## src/rtl/memif_cmd_issue_fifo.sv

```systemverilog
// Per-thread memory command queue: a LUTRAM FIFO with a parity bit per entry that issues to the controller under credit flow control, at most one pop every two cycles.
// Optional MEMIF_PARITY_CHK_EN: checks parity at pop and drops corrupted entries, raising parity_err and leaving the credit untouched.
module memif_cmd_issue_fifo #(
    parameter int TIDW      = 6,
    parameter int IDXW      = 7,
    parameter int CREDITW   = 3,
    parameter int MAXCREDIT = 4
) (
    input  logic               gclk,
    input  logic               rst,
    input  logic               in_valid,
    input  logic [TIDW-1:0]    in_tid,
    input  logic [1:0]         in_cmd,
    input  logic [IDXW-1:0]    in_ret_index,
    input  logic [CREDITW-1:0] cmd_re,
    output logic               cmdfifo_empty,
    output logic               out_valid,
    output logic [TIDW-1:0]    out_tid,
    output logic [1:0]         out_cmd,
    output logic [IDXW-1:0]    out_ret_index,
    output logic               out_parity,
    output logic [CREDITW-1:0] ccnt,
    output logic               overflow_err,
    output logic               credit_err,
    output logic               parity_err
);
    localparam int DEPTH = 1 << TIDW;
    localparam int EW    = TIDW + 2 + IDXW + 1;
    localparam logic [TIDW:0]    FULL_CNT = {1'b1, {TIDW{1'b0}}};
    localparam logic [CREDITW:0] MAXC     = (CREDITW+1)'(MAXCREDIT);

    logic [EW-1:0]      r_mem [DEPTH];
    logic [TIDW-1:0]    r_head, r_tail;
    logic [TIDW:0]      r_count;
    logic               r_phase;
    logic [CREDITW-1:0] r_ccnt;
    logic               r_out_valid, r_out_parity;
    logic [TIDW-1:0]    r_out_tid;
    logic [1:0]         r_out_cmd;
    logic [IDXW-1:0]    r_out_idx;
    logic               r_overflow_err, r_credit_err;

    logic               w_full, w_empty, w_wr, w_pop, w_issue, w_par_ok, w_in_par;
    logic [EW-1:0]      w_head_ent;
    logic [CREDITW:0]   w_ccnt_sum;

    assign w_full     = (r_count == FULL_CNT);
    assign w_empty    = (r_count == '0);
    assign w_wr       = in_valid & ~w_full;
    assign w_in_par   = ^{in_tid, in_cmd, in_ret_index};
    assign w_head_ent = r_mem[r_head];
    // The count is registered, so a fresh entry cannot bypass into the same-cycle pop.
    assign w_pop      = ~r_phase & ~w_empty & (r_ccnt != '0);

`ifdef MEMIF_PARITY_CHK_EN
    logic r_parity_err;
    assign w_par_ok   = ~(^w_head_ent);
    assign parity_err = r_parity_err;
`else
    assign w_par_ok   = 1'b1;
    assign parity_err = 1'b0;
`endif

    // A dropped (corrupted) entry still advances head but neither issues nor spends a credit.
    assign w_issue    = w_pop & w_par_ok;
    assign w_ccnt_sum = {1'b0, r_ccnt} - {{CREDITW{1'b0}}, w_issue} + {1'b0, cmd_re};

    always_ff @(posedge gclk) begin
        if (w_wr && !rst) begin
            r_mem[r_tail] <= {in_tid, in_cmd, in_ret_index, w_in_par};
        end
    end

    always_ff @(posedge gclk) begin
        if (rst) begin
            r_head         <= '0;
            r_tail         <= '0;
            r_count        <= '0;
            r_phase        <= 1'b0;
            r_ccnt         <= MAXC[CREDITW-1:0];
            r_overflow_err <= 1'b0;
            r_credit_err   <= 1'b0;
        end else begin
            r_phase <= ~r_phase;
            if (w_wr) begin
                r_tail <= r_tail + 1'b1;
            end
            if (w_pop) begin
                r_head <= r_head + 1'b1;
            end
            case ({w_wr, w_pop})
                2'b10:   r_count <= r_count + 1'b1;
                2'b01:   r_count <= r_count - 1'b1;
                default: r_count <= r_count;
            endcase
            if (in_valid && w_full) begin
                r_overflow_err <= 1'b1;
            end
            if (w_ccnt_sum > MAXC) begin
                r_ccnt       <= MAXC[CREDITW-1:0];
                r_credit_err <= 1'b1;
            end else begin
                r_ccnt <= w_ccnt_sum[CREDITW-1:0];
            end
        end
    end

    always_ff @(posedge gclk) begin
        if (rst) begin
            r_out_valid  <= 1'b0;
            r_out_tid    <= '0;
            r_out_cmd    <= '0;
            r_out_idx    <= '0;
            r_out_parity <= 1'b0;
        end else begin
            r_out_valid <= w_issue;
            if (w_issue) begin
                {r_out_tid, r_out_cmd, r_out_idx, r_out_parity} <= w_head_ent;
            end
        end
    end

`ifdef MEMIF_PARITY_CHK_EN
    always_ff @(posedge gclk) begin
        if (rst) begin
            r_parity_err <= 1'b0;
        end else begin
            r_parity_err <= w_pop & ~w_par_ok;
        end
    end
`endif

    assign cmdfifo_empty = w_empty;
    assign out_valid     = r_out_valid;
    assign out_tid       = r_out_tid;
    assign out_cmd       = r_out_cmd;
    assign out_ret_index = r_out_idx;
    assign out_parity    = r_out_parity;
    assign ccnt          = r_ccnt;
    assign overflow_err  = r_overflow_err;
    assign credit_err    = r_credit_err;
endmodule

```

## config.mk

```make
export PLATFORM = sky130hd
export DESIGN_NAME = memif_cmd_issue_fifo
export DESIGN_NICKNAME = d
export VERILOG_FILES = /design/src/rtl/memif_cmd_issue_fifo.sv
export SDC_FILE = /design/constraint.sdc
export NUM_CORES = 1
export LEC_CHECK = 0
export ABC_CLOCK_PERIOD_IN_PS = 4710
export CAP_MARGIN = 25
export CORE_UTILIZATION = 40
export DETAILED_ROUTE_END_ITERATION = 8
export GPL_ROUTABILITY_DRIVEN = 0
export PLACE_DENSITY_LB_ADDON = 0.1
export SYNTH_ARGS = -nofsm -noshare
export SYNTH_HDL_FRONTEND = slang
export SYNTH_SLANG_ARGS = --single-unit
```

## constraint.sdc

```tcl
create_clock -name gclk -period 4.71 [get_ports gclk]
set_clock_uncertainty 0.1 [all_clocks]
set_input_delay 0.471 -clock gclk [delete_from_list [all_inputs] [get_ports gclk]]
set_output_delay 0.471 -clock gclk [all_outputs]
set_load 0.03 [all_outputs]
```

* Word-level counts from Yosys, hierarchy flattened *
Memory sizes are Yosys's and may differ from the RTL's. A register that Yosys moved wholly into a read port is not among the register bits.
Index checks and enable logic that the tools add are counted.

operators by class
  muxes and demuxes = 3
  equal/unequal tests = 3
  bitwise operators = 6
  order comparisons = 1
  reductions and logical operators = 8
  add/sub/neg operators = 6

operators with widths
  kind                                                                             count
  15-bit XOR reduction                                                             1
  7-bit one-hot mux with 2 select lines                                            1
  6-bit by 1-bit adder with 6-bit output, second input constant                    2
  7-bit by 1-bit adder with 7-bit output, second input constant                    1
  7-bit equality test, second input constant                                       1
  7-bit zero test                                                                  1
  7-bit by 1-bit subtractor with 7-bit output, second input constant               1
  4-bit by 3-bit adder with 4-bit output                                           1
  4-bit by 3-bit greater-than comparator with 1-bit output, second input constant  1
  3-bit by 1-bit subtractor with 4-bit output                                      1
  1-bit bitwise AND                                                                3
  1-bit inverter                                                                   3
  3-bit nonzero test                                                               1
  2-bit by 1-bit equality test with 1-bit output, second input constant            1
  2-bit equality test, second input constant                                       1
  1-bit logical AND                                                                2
  1-bit two-way mux                                                                2
  2-bit nonzero test                                                               1
  2-bit OR reduction                                                               1
  1-bit zero test                                                                  1

storage, ports and cells
  memories = 1
  output and inout bits = 24
  register bits after elaboration = 26
  logic and storage cells = 36
  memory bits (writable) = 1,024

memory list
  name   depth  width  read ports  clocked after Yosys merged registers in  write ports  line  source
  r_mem  64     16     1           1                                        1            32    logic [EW-1:0] r_mem [DEPTH];

* Logic depth before layout (Yosys ltp) *
Gate-level depths: netlist (run 1).

  depth in word-level cells = 8
  gate-level depth with buffers = 16
  depth with buffers taken out = 13

* Worst setup path after synthesis (run 1) *
Ideal clock, no wire load.

  path kind = input port to flip-flop
  start point = in in_cmd[1]
  end point = mem r_mem[0][0] in the netlist's numbering (data pin)
  path buffers = 0
  arrival = 2.780 ns
  data required time = 4.043 ns
  stages on the path = 4
  path slack = 1.263 ns
  cell sequence = xor2_1 > xnor2_1 > xnor2_1 > xnor2_1

on the way
  longest elaborated chain between the ends = 1

RTL lines
  element               line  source
  from (decl)           13    input logic [1:0] in_cmd,
  15-bit XOR reduction  50    assign w_in_par = ^{in_tid, in_cmd, in_ret_index};
  via w_in_par          43    logic w_full, w_empty, w_wr, w_pop, w_issue, w_par_ok, w_in_par;
  to (decl)             32

The timed path passes the listed nets, and every way through them passes these cells.

* Final worst setup path (run 1) *
  start point = reg r_count[1]
  end point = reg r_count[6]

on the way
  longest elaborated chain between the ends = 6
  elaborated cells between the ends (all ways) = 13
  classes of those cells = add/sub (2); eq/ne (3); mux (1); bitwise (5); reduce/logical (2)

RTL lines
  element                                                                                       line  source
  from (decl)                                                                                   34    logic [TIDW:0] r_count;
  from (signal assigned)                                                                        92    2'b10: r_count <= r_count + 1'b1;
  from (signal assigned)                                                                        93    2'b01: r_count <= r_count - 1'b1;
  from (signal assigned)                                                                        94    default: r_count <= r_count;
  7-bit zero test *                                                                             48    assign w_empty = (r_count == '0);
  1-bit inverter *                                                                              53    assign w_pop = ~r_phase & ~w_empty & (r_ccnt != '0);
  1-bit bitwise AND * (2 in series)                                                             53
  via w_issue                                                                                   43
  2-bit by 1-bit equality test with 1-bit output / 2-bit equality test (equally long branches)  91    case ({w_wr, w_pop})
  7-bit one-hot mux with 2 select lines / 2-bit nonzero test (equally long branches)            -

The timed path passes the listed nets; every way through them passes the cells marked *.
A chain may end at the register's enable or synchronous reset.

==> results.json, run 1 <==
{
  "root_buffer": "clkbuf_16",
  "rows": 117,
  "grt_pass1_vias": 20700,
  "worst_pin_slew_ns": 1.09,
  "crit_family": "compound AO/OA/AOI/OAI gates",
  "avgSynthCellArea_um2": 19.6,
  "post-route-period-util": 0.730,
  "port_buffers": 43,
  "vias_per_cell": 5.56,
  "cts_setup_buffers": 0,
  "top_layer": "met5",
  "cp-start-kind": "flip-flop",
  "start_util": 0.406,
  "syn_nets": 2149,
  "max_stage_delay_ns": 0.61,
  "clock-sinks": 1066,
  "yosys_warnings": 0,
  "antenna_found_initial": 7,
  "ys_seq_area_frac": 0.761,
  "setup_ws_ns": 1.27,
  "synth_area_leader_cell": "edfxtp_1",
  "cp_max_fo": 13,
  "synth_area_leaders": "edfxtp_1 (74%), mux4_2 (8.8%), mux2i_1 (6.0%), dfxtp_1 (2.0%), o22ai_1 (0.92%)",
  "synthDistinctLibCells": 56,
  "timing_worst_setup_path_type": "reg -> reg",
  "place_hpwl_um": 66200,
  "crit_path_end": "r_count[6]$_SDFFE_PP0P_",
  "wl_per_cell_um": 29.8,
  "grt_pass1_wl_um": 156000,
  "die_h_um": 324,
  "reg2reg_depth": 11,
  "path_clk_slew_ns": 0.06,
  "hold_buffers": 0,
  "wl_met1_um": 48600,
  "ant_nets": 0,
  "wirelength_um": 111000,
  "end_kind": "flip-flop",
  "final_nets": 2303,
  "synth_cells": 2116,
  "area_growth_pct": 14.7,
  "drt_iter0_markers": 2028,
  "drv_slew": 0,
  "syn-cell-area_mm2": 0.0415,
  "wl_met3_um": 7030,
  "cp_data_arrival_time_ns": 3.91,
  "via_count": 20700,
  "leakage_nw": 14.6,
  "rsz0062_at_grt": "false",
  "min_path_type": "in -> reg",
  "ys_seq_elements": 1066,
  "peakVddDrop_mv": 0.362,
  "path_depth": 11,
  "grt-ovfl-total": 0,
  "grt_max_degree": 65,
  "core_area_mm2": 0.102,
  "drive_gt1_frac": 0.205,
  "reg2reg_slack_ns": 1.27,
  "cp_cell_sequence": "nor3_4 -> a311oi_4 -> ha_1 -> xor2_1 -> ha_1 -> or3b_2 -> o211ai_1 -> or3_1 -> a31oi_1 -> xnor2_1 -> nor2_1",
  "worstReg2RegEnd": "r_count[6]$_SDFFE_PP0P_",
  "hold_viol_final": 0,
  "synth.top_cell.area_share": 0.740,
  "r2r-start": "r_count[1]$_SDFFE_PP0P_",
  "pre_cts_ws_ns": 0.993,
  "clockBufferDepth": 3,
  "cts_tree": "yes",
  "wl_met2_um": 52400,
  "async_flop_share": 0,
  "critical_path_required_ns": 5.18,
  "power_density_mw_per_mm2": 493,
  "cp_num_buf_inv": 0,
  "grtUsageTotal": 0.213,
  "dieArea_mm2": 0.105,
  "io_pins": 45,
  "timing.fmax_mhz": 291,
  "drc": 0,
  "path_common_cell": "ha_1",
  "status": "completed",
  "yosys-top-cells-count": "edfxtp_1 (1,024), mux2i_1 (249), mux4_2 (163), nor2_1 (98), o22ai_1 (61)",
  "synth_edf_count": 1024,
  "tns_ns": 0,
  "cts_max_level": 3,
  "post_cts_resized": 0,
  "finalPower_mw": 23.5,
  "clock_latency_ns": 0.68,
  "dr.pass1.iters": 6,
  "cts_buffers": 112,
  "synth_ff_type": "edfxtp_1",
  "cp_slowest_cell": "a311oi_4",
  "maxSlewHeadroom": 0.272,
  "yosysMostFrequentCell": "edfxtp_1",
  "fp.dieW_um": 324,
  "final-setup-viol-count": 0,
  "period_needed_ns": 3.44,
  "cp-startpoint": "r_count[1]$_SDFFE_PP0P_",
  "cap_violations": 0
}
final cells by class:
type	instances	area, um2
fill	8616	54700
sequential	1066	31600
multi-input combinational	911	9260
clock buffer	144	3020
tap	1368	1710
timing repair buffer	163	1370
clock inverter	61	612
inverter	16	60.1
antenna	3	7.51
state kept, by name, summed over array words and instances (netlist names), 2 cells and up:
signal	flops
out_ret_index	7
out_tid	6
r_head	6
r_mem	1024
ccnt	3
r_tail	6
out_cmd	2
r_count	7
stage by stage:
stage               cells   util  instance area, um2  hold slack (ns)
detailed placement   3523  0.430               44000            0.346
global placement     3522  0.430               44000            0.342
finish               3732  0.466               47600            0.119
CTS                  3728  0.465               47600           0.0629
floorplan            2116      -               41500            0.331
global route         3729  0.465               47600           0.0645
cells in the final DEF, fill, tap and decap left out, drive strengths merged, types with 2 or more instances in the layout:
master         Yosys  routed
mux2               2       2
inv               16      18
buf               80     135
clkbuf            43     144
nor2              98      98
o21ai             51      51
clkdlybuf4s50      0      28
nand3             25      25
and2               2       2
bufinv             0      11
and3               5       5
xnor2             19      19
a21o               3       3
edfxtp          1024    1024
diode              0       3
xor2              13      13
o22ai             61      61
o221ai            31      31
a32oi             15      15
a211oi            18      18
nor2b              8       8
a21oi             28      28
or3b               5       5
ha                11      11
nand4              5       5
nand2             32      32
mux2i            249     249
dfxtp             42      42
nand3b             6       6
a22oi             16      16
or3                5       5
nor3              21      21
o211ai             2       2
nand2b             2       2
clkinv             0      47
mux4             163     163
metal layers:
metal | global-route usage | vias up
met4 | 0.0605 | 2
met1 | 0.298 | 11000
met5 | 0 | -
li1 | - | 8981
met2 | 0.337 | 627
met3 | 0.0456 | 153
report_power, final:
part / leakage [nW] / internal [mW] / switching [mW]
Sequential: 9.55 / 10.6 / 0.215
Combinational: 3.26 / 1.62 / 2.30
Clock: 1.78 / 5.10 / 3.58
cells by family after synthesis:
logic type / share of synthesized area
buf+inv: 0.0174
mux: 0.149
flops: 0.761
simple gates: 0.0250
xor+xnor: 0.00675
compound gates: 0.0373
fa+ha+maj: 0.00380
other cells: 0.0000903
how the worst min path moves through the flow:
stage / startpoint / end / slack [ns] / depth (start not counted)
after floorplan: r_phase$_SDFF_PP0_ / r_phase$_SDFF_PP0_ / 0.33 / 1
after global placement: r_phase$_SDFF_PP0_ / r_phase$_SDFF_PP0_ / 0.34 / 1
after detailed placement: credit_err$_SDFFE_PP0N_ / credit_err$_SDFFE_PP0N_ / 0.35 / 2
after CTS: in_ret_index[3] / r_mem[51][4]$_DFFE_PP_ / 0.06 / 1
after global routing: in_ret_index[3] / r_mem[49][4]$_DFFE_PP_ / 0.06 / 1
final: in_ret_index[3] / r_mem[51][4]$_DFFE_PP_ / 0.12 / 1
Note: power is estimated with default switching activity, not from simulation.
==> run 2, diff against run 1 <==
--- a/config.mk
+++ b/config.mk
@@ -5,7 +5,7 @@
 export SDC_FILE = /design/constraint.sdc
 export NUM_CORES = 1
 export LEC_CHECK = 0
-export ABC_CLOCK_PERIOD_IN_PS = 4710
+export ABC_CLOCK_PERIOD_IN_PS = 3100
 export CAP_MARGIN = 25
 export CORE_UTILIZATION = 40
 export DETAILED_ROUTE_END_ITERATION = 8
==> constraint.sdc (replaced) <==
create_clock -name gclk -period 3.1 [get_ports gclk]
set_clock_uncertainty 0.1 [all_clocks]
set_input_delay 0.31 -clock gclk [delete_from_list [all_inputs] [get_ports gclk]]
set_output_delay 0.31 -clock gclk [all_outputs]
set_load 0.03 [all_outputs]
==> results.json, run 2 (synthesis gave the netlist of run 1 again) <==
{
  "drc": 0,
  "cts_tree": "yes",
  "finalPower_mw": 36.3,
  "grt_pass1_vias": 21500,
  "timing.fmax_mhz": 351,
  "worst_pin_slew_ns": 0.921,
  "rows": 117,
  "wirelength_um": 106000,
  "die_h_um": 324,
  "via_count": 20800,
  "io_pins": 45,
  "power_density_mw_per_mm2": 747,
  "cp_data_arrival_time_ns": 3.37,
  "tns_ns": 0,
  "cap_violations": 0,
  "final_nets": 2369,
  "dieArea_mm2": 0.105,
  "period_needed_ns": 2.85,
  "drv_slew": 0,
  "drive_gt1_frac": 0.239,
  "num_antenna_cells": 0,
  "post-route-period-util": 0.919,
  "status": "completed",
  "place_hpwl_um": 64200,
  "drt_iter0_markers": 2059,
  "peakVddDrop_mv": 0.546,
  "cp_max_fo": 12,
  "area_growth_pct": 17.0,
  "final-setup-viol-count": 0,
  "leakage_nw": 15.0,
  "timing_worst_setup_path_type": "reg -> reg",
  "start_util": 0.406,
  "layout.cells.most_common_list": "edfxtp_1 (1,024), mux2i_1 (249), mux4_2 (163), buf_4 (157), clkbuf_16 (116)",
  "fp.dieW_um": 324,
  "maxSlewHeadroom": 0.386,
  "grt_max_degree": 71,
  "end_kind": "flip-flop",
  "final_common_cell": "edfxtp_1",
  "regMostFlops": "r_mem",
  "core_area_mm2": 0.102,
  "root_buffer": "clkbuf_16",
  "rsz0062_at_grt": "false",
  "path_clk_slew_ns": 0.06,
  "clock-sinks": 1066,
  "critical_path_required_ns": 3.62,
  "reg2reg_slack_ns": 0.25,
  "vias_per_cell": 5.48,
  "port_buffers": 43,
  "cts_max_level": 3,
  "hold_buffers": 0,
  "hold_viol_final": 0,
  "cp-start-kind": "flip-flop",
  "largest_reg_flops": 1024,
  "ant_nets": 0,
  "antenna_found_initial": 5,
  "grt_pass1_wl_um": 154000,
  "cts_buffers": 114,
  "grt-ovfl-total": 0,
  "clock_latency_ns": 0.70,
  "dr.pass1.iters": 5,
  "min_path_type": "in -> reg",
  "grtUsageTotal": 0.206,
  "clockBufferDepth": 3,
  "wl_per_cell_um": 28.0
}
[run 2: changes by cell type in the layout (fill, tap and decap cells not counted), sizes merged, moves of 3 or more]
| cell | change |
|---|---|
| buf | +64 |
| clkbuf | +9 |
| clkinv | -7 |
| clkinvlp | +7 |
| diode | -3 |
| inv | +3 |
[run 2: final timing paths]
kind / startpoint / to / depth (start not counted)
setup / recovery: r_count[2]$_SDFFE_PP0P_ / r_count[5]$_SDFFE_PP0P_ / 12
hold / removal: in_valid / overflow_err$_SDFFE_PP0P_ / 3
setup reg to reg: r_count[2]$_SDFFE_PP0P_ / r_count[5]$_SDFFE_PP0P_ / 12
hold reg to reg: credit_err$_SDFFE_PP0N_ / credit_err$_SDFFE_PP0N_ / 2
[run 2: final cells by class]
cell class              instances  area, um2
clock buffers                 153       3150
fillers                      8471      53700
multi-input cells             911       9320
well taps                    1368       1710
repair buffers                227       2070
clock inverters                63        664
flip-flops and latches       1066      31600
inverters                      16       60.1
[run 2: where the power goes]
part           internal (mW)  total (mW)  switching, mW
sequential              16.2        16.4          0.228
combinational           2.74        6.26           3.51
clock                   8.00        13.6           5.64
total                   26.9        36.3           9.38
[run 2: timing repair]
item,CTS,global route
endpoints found under the hold margin,0,0
setup endpoints to repair,0,1
gates resized for setup,0,2
setup buffers,0,1
[run 2: through the flow]
| stage | worst slack [ns] | std cells | util | hold slack (ns) | instance area [um2] |
|---|---|---|---|---|---|
| after floorplan | 0.0569 | 2116 | - | 0.309 | 41500 |
| after global placement | 0.229 | 3587 | 0.437 | 0.340 | 44800 |
| after detailed placement | 0.242 | 3587 | 0.437 | 0.341 | 44800 |
| after CTS | 0.241 | 3803 | 0.475 | 0.162 | 48600 |
| after global routing | 0.00331 | 3804 | 0.475 | 0.189 | 48600 |
| final | 0.250 | 3804 | 0.475 | 0.216 | 48600 |
[run 2: critical path, cell delays in order, from the launching register on]
cell	delay (ns)
dfxtp_2	0.37
nor3_4	0.30
nand3_1	0.10
and2_1	0.18
inv_1	0.07
ha_1	0.20
buf_4	0.19
and3b_1	0.18
o21ai_1	0.18
nand3_1	0.12
o311a_1	0.31
or3_1	0.31
a21oi_1	0.14
[run 2: routing by layer]
metal	GRT usage	part of all wire
met1	0.304	0.46
met2	0.321	0.46
met3	0.0308	0.050
met4	0.0540	0.024
met5	0	0
==> run 3, diff against run 2 <==
--- a/config.mk
+++ b/config.mk
@@ -5,12 +5,12 @@
 export SDC_FILE = /design/constraint.sdc
 export NUM_CORES = 1
 export LEC_CHECK = 0
-export ABC_CLOCK_PERIOD_IN_PS = 3100
+export ABC_CLOCK_PERIOD_IN_PS = 2900
 export CAP_MARGIN = 25
 export CORE_UTILIZATION = 40
 export DETAILED_ROUTE_END_ITERATION = 8
 export GPL_ROUTABILITY_DRIVEN = 0
-export PLACE_DENSITY_LB_ADDON = 0.1
+export PLACE_DENSITY = 0.63
 export SYNTH_ARGS = -nofsm -noshare
 export SYNTH_HDL_FRONTEND = slang
 export SYNTH_SLANG_ARGS = --single-unit
==> constraint.sdc (replaced) <==
create_clock -name gclk -period 2.9 [get_ports gclk]
set_clock_uncertainty 0.1 [all_clocks]
set_input_delay 0.29 -clock gclk [delete_from_list [all_inputs] [get_ports gclk]]
set_output_delay 0.29 -clock gclk [all_outputs]
set_load 0.03 [all_outputs]
==> results.json, run 3 (synthesis gave the netlist of run 1 again) <==
{
  "root_buffer": "clkbuf_16",
  "clock_latency_ns": 0.67,
  "period_needed_ns": 2.73,
  "layout.cells.most_common_list": "edfxtp_1 (1,024), mux2i_1 (249), mux4_2 (163), buf_4 (127), clkbuf_16 (104)",
  "reg2reg_slack_ns": 0.17,
  "setup_ws_ns": 0.169,
  "die_h_um": 324,
  "wl_per_cell_um": 26.2,
  "drv_slew": 0,
  "critical_path_required_ns": 3.38,
  "wirelength_um": 99400,
  "dr.pass1.iters": 6,
  "fp.dieW_um": 324,
  "power_density_mw_per_mm2": 777,
  "clock-sinks": 1066,
  "grt_pass1_wl_um": 145000,
  "leakage_nw": 15.1,
  "final_common_cell": "edfxtp_1",
  "port_buffers": 43,
  "end_kind": "flip-flop",
  "p_seq_frac": 0.461,
  "final-setup-viol-count": 0,
  "min_path_type": "in -> reg",
  "io_pins": 45,
  "hold_viol_final": 0,
  "vias_per_cell": 5.54,
  "cts_tree": "yes",
  "cts_buffers": 102,
  "power_frac_clock": 0.360,
  "drc": 0,
  "grt-ovfl-total": 0,
  "whs_ns": 0.185,
  "cp_num_buf_inv": 2,
  "area_growth_pct": 17.6,
  "start_util": 0.406,
  "final_nets": 2371,
  "finalPower_mw": 38.0,
  "path_clk_slew_ns": 0.06,
  "antenna_found_initial": 2,
  "cts_max_level": 3,
  "rsz0062_at_grt": "false",
  "peakVddDrop_mv": 0.722,
  "maxSlewHeadroom": 0.281,
  "num_antenna_cells": 0,
  "max_stage_delay_ns": 0.33,
  "final_util": 0.477,
  "largest_reg_flops": 1024,
  "ant_nets": 0,
  "cp_data_arrival_time_ns": 3.21,
  "status": "completed",
  "drive_gt1_frac": 0.230,
  "core_area_mm2": 0.102,
  "timing_worst_setup_path_type": "reg -> reg",
  "p_sw_mw": 9.55,
  "grt_pass1_vias": 21100,
  "regMostFlops": "r_mem",
  "worst_pin_slew_ns": 1.08,
  "dieArea_mm2": 0.105,
  "cp-start-kind": "flip-flop",
  "path_common_cell": "nand3_1",
  "top_layer": "met4",
  "cap_violations": 0,
  "wl_met3_um": 6480,
  "via_count": 21000,
  "pre_cts_ws_ns": 0.108,
  "place_hpwl_um": 60600,
  "drt_iter0_markers": 2070,
  "cp_max_fo": 12,
  "rows": 117,
  "fillCellCount": 8331,
  "tns_ns": 0,
  "cp_cell_sequence": "nor3_4 -> nand3_1 -> and2_4 -> inv_4 -> ha_4 -> buf_4 -> and3b_1 -> o21ai_2 -> nand3_1 -> o311a_1 -> or3_1 -> a21oi_1",
  "pwr-share-comb": 0.179,
  "swShare": 0.251,
  "clockBufferDepth": 3,
  "internal_power_mw": 28.4,
  "wl_met1_um": 42400,
  "post-route-period-util": 0.942,
  "grtUsageTotal": 0.192,
  "wl_met2_um": 47500,
  "crit_family": "simple AND/OR/NAND/NOR gates",
  "grt_max_degree": 71,
  "cp_slowest_cell": "dfxtp_1",
  "timing.fmax_mhz": 366
}
-- run 3: final cells by class --
cell class / instances / area (um2) / area share
Timing Repair Buffer: 241 / 2720 / 0.0557
Clock buffer: 130 / 2750 / 0.0563
Inverter: 16 / 62.6 / 0.00128
Sequential cell: 1066 / 31600 / 0.647
Tap cell: 1368 / 1710 / 0.0350
Multi-Input combinational cell: 911 / 9270 / 0.190
Clock inverter: 59 / 713 / 0.0146
-- run 3: through the flow --
| stage | cell area (um2) | std cells |
|---|---|---|
| after CTS | 48800 | 3787 |
| after global routing | 48800 | 3791 |
| after global placement | 45300 | 3597 |
| after floorplan | 41600 | 2116 |
| final | 48800 | 3791 |
| after detailed placement | 45300 | 3597 |
-- run 3: final timing paths --
| check | startpoint | endpoint | cells past startpoint |
|---|---|---|---|
| max reg2reg | r_count[1]$_SDFFE_PP0P_ | r_count[5]$_SDFFE_PP0P_ | 12 |
| min | in_ret_index[5] | r_mem[20][6]$_DFFE_PP_ | 2 |
| max | r_count[1]$_SDFFE_PP0P_ | r_count[5]$_SDFFE_PP0P_ | 12 |
| min reg2reg | credit_err$_SDFFE_PP0N_ | credit_err$_SDFFE_PP0N_ | 2 |
-- run 3: layer usage --
| layer | up-vias | track usage |
|---|---|---|
| met1 | 11000 | 0.272 |
| li1 | 9111 | - |
| met5 | - | 0 |
| met4 | 0 | 0.0683 |
| met3 | 133 | 0.0247 |
| met2 | 764 | 0.306 |
-- run 3: power by group through the flow --
stage | Clock (mW) | Combinational [mW] | Sequential [mW]
2_1_floorplan | 0 | 4.33 | 17.9
4_1_cts | 13.9 | 6.78 | 17.6
3_3_place_gp | 0 | 6.65 | 17.9
3_5_place_dp | 0 | 6.75 | 17.9
6_report | 13.7 | 6.81 | 17.5
5_1_grt | 14.5 | 7.27 | 17.5
-- run 3: timing repair --
action                                  in CTS  in global routing
endpoints found under the setup margin       0                  4
resized for setup                            0                  3
hold buffers                                 1                  0
buffers inserted                             0                  4
endpoints found under the hold margin        1                  0
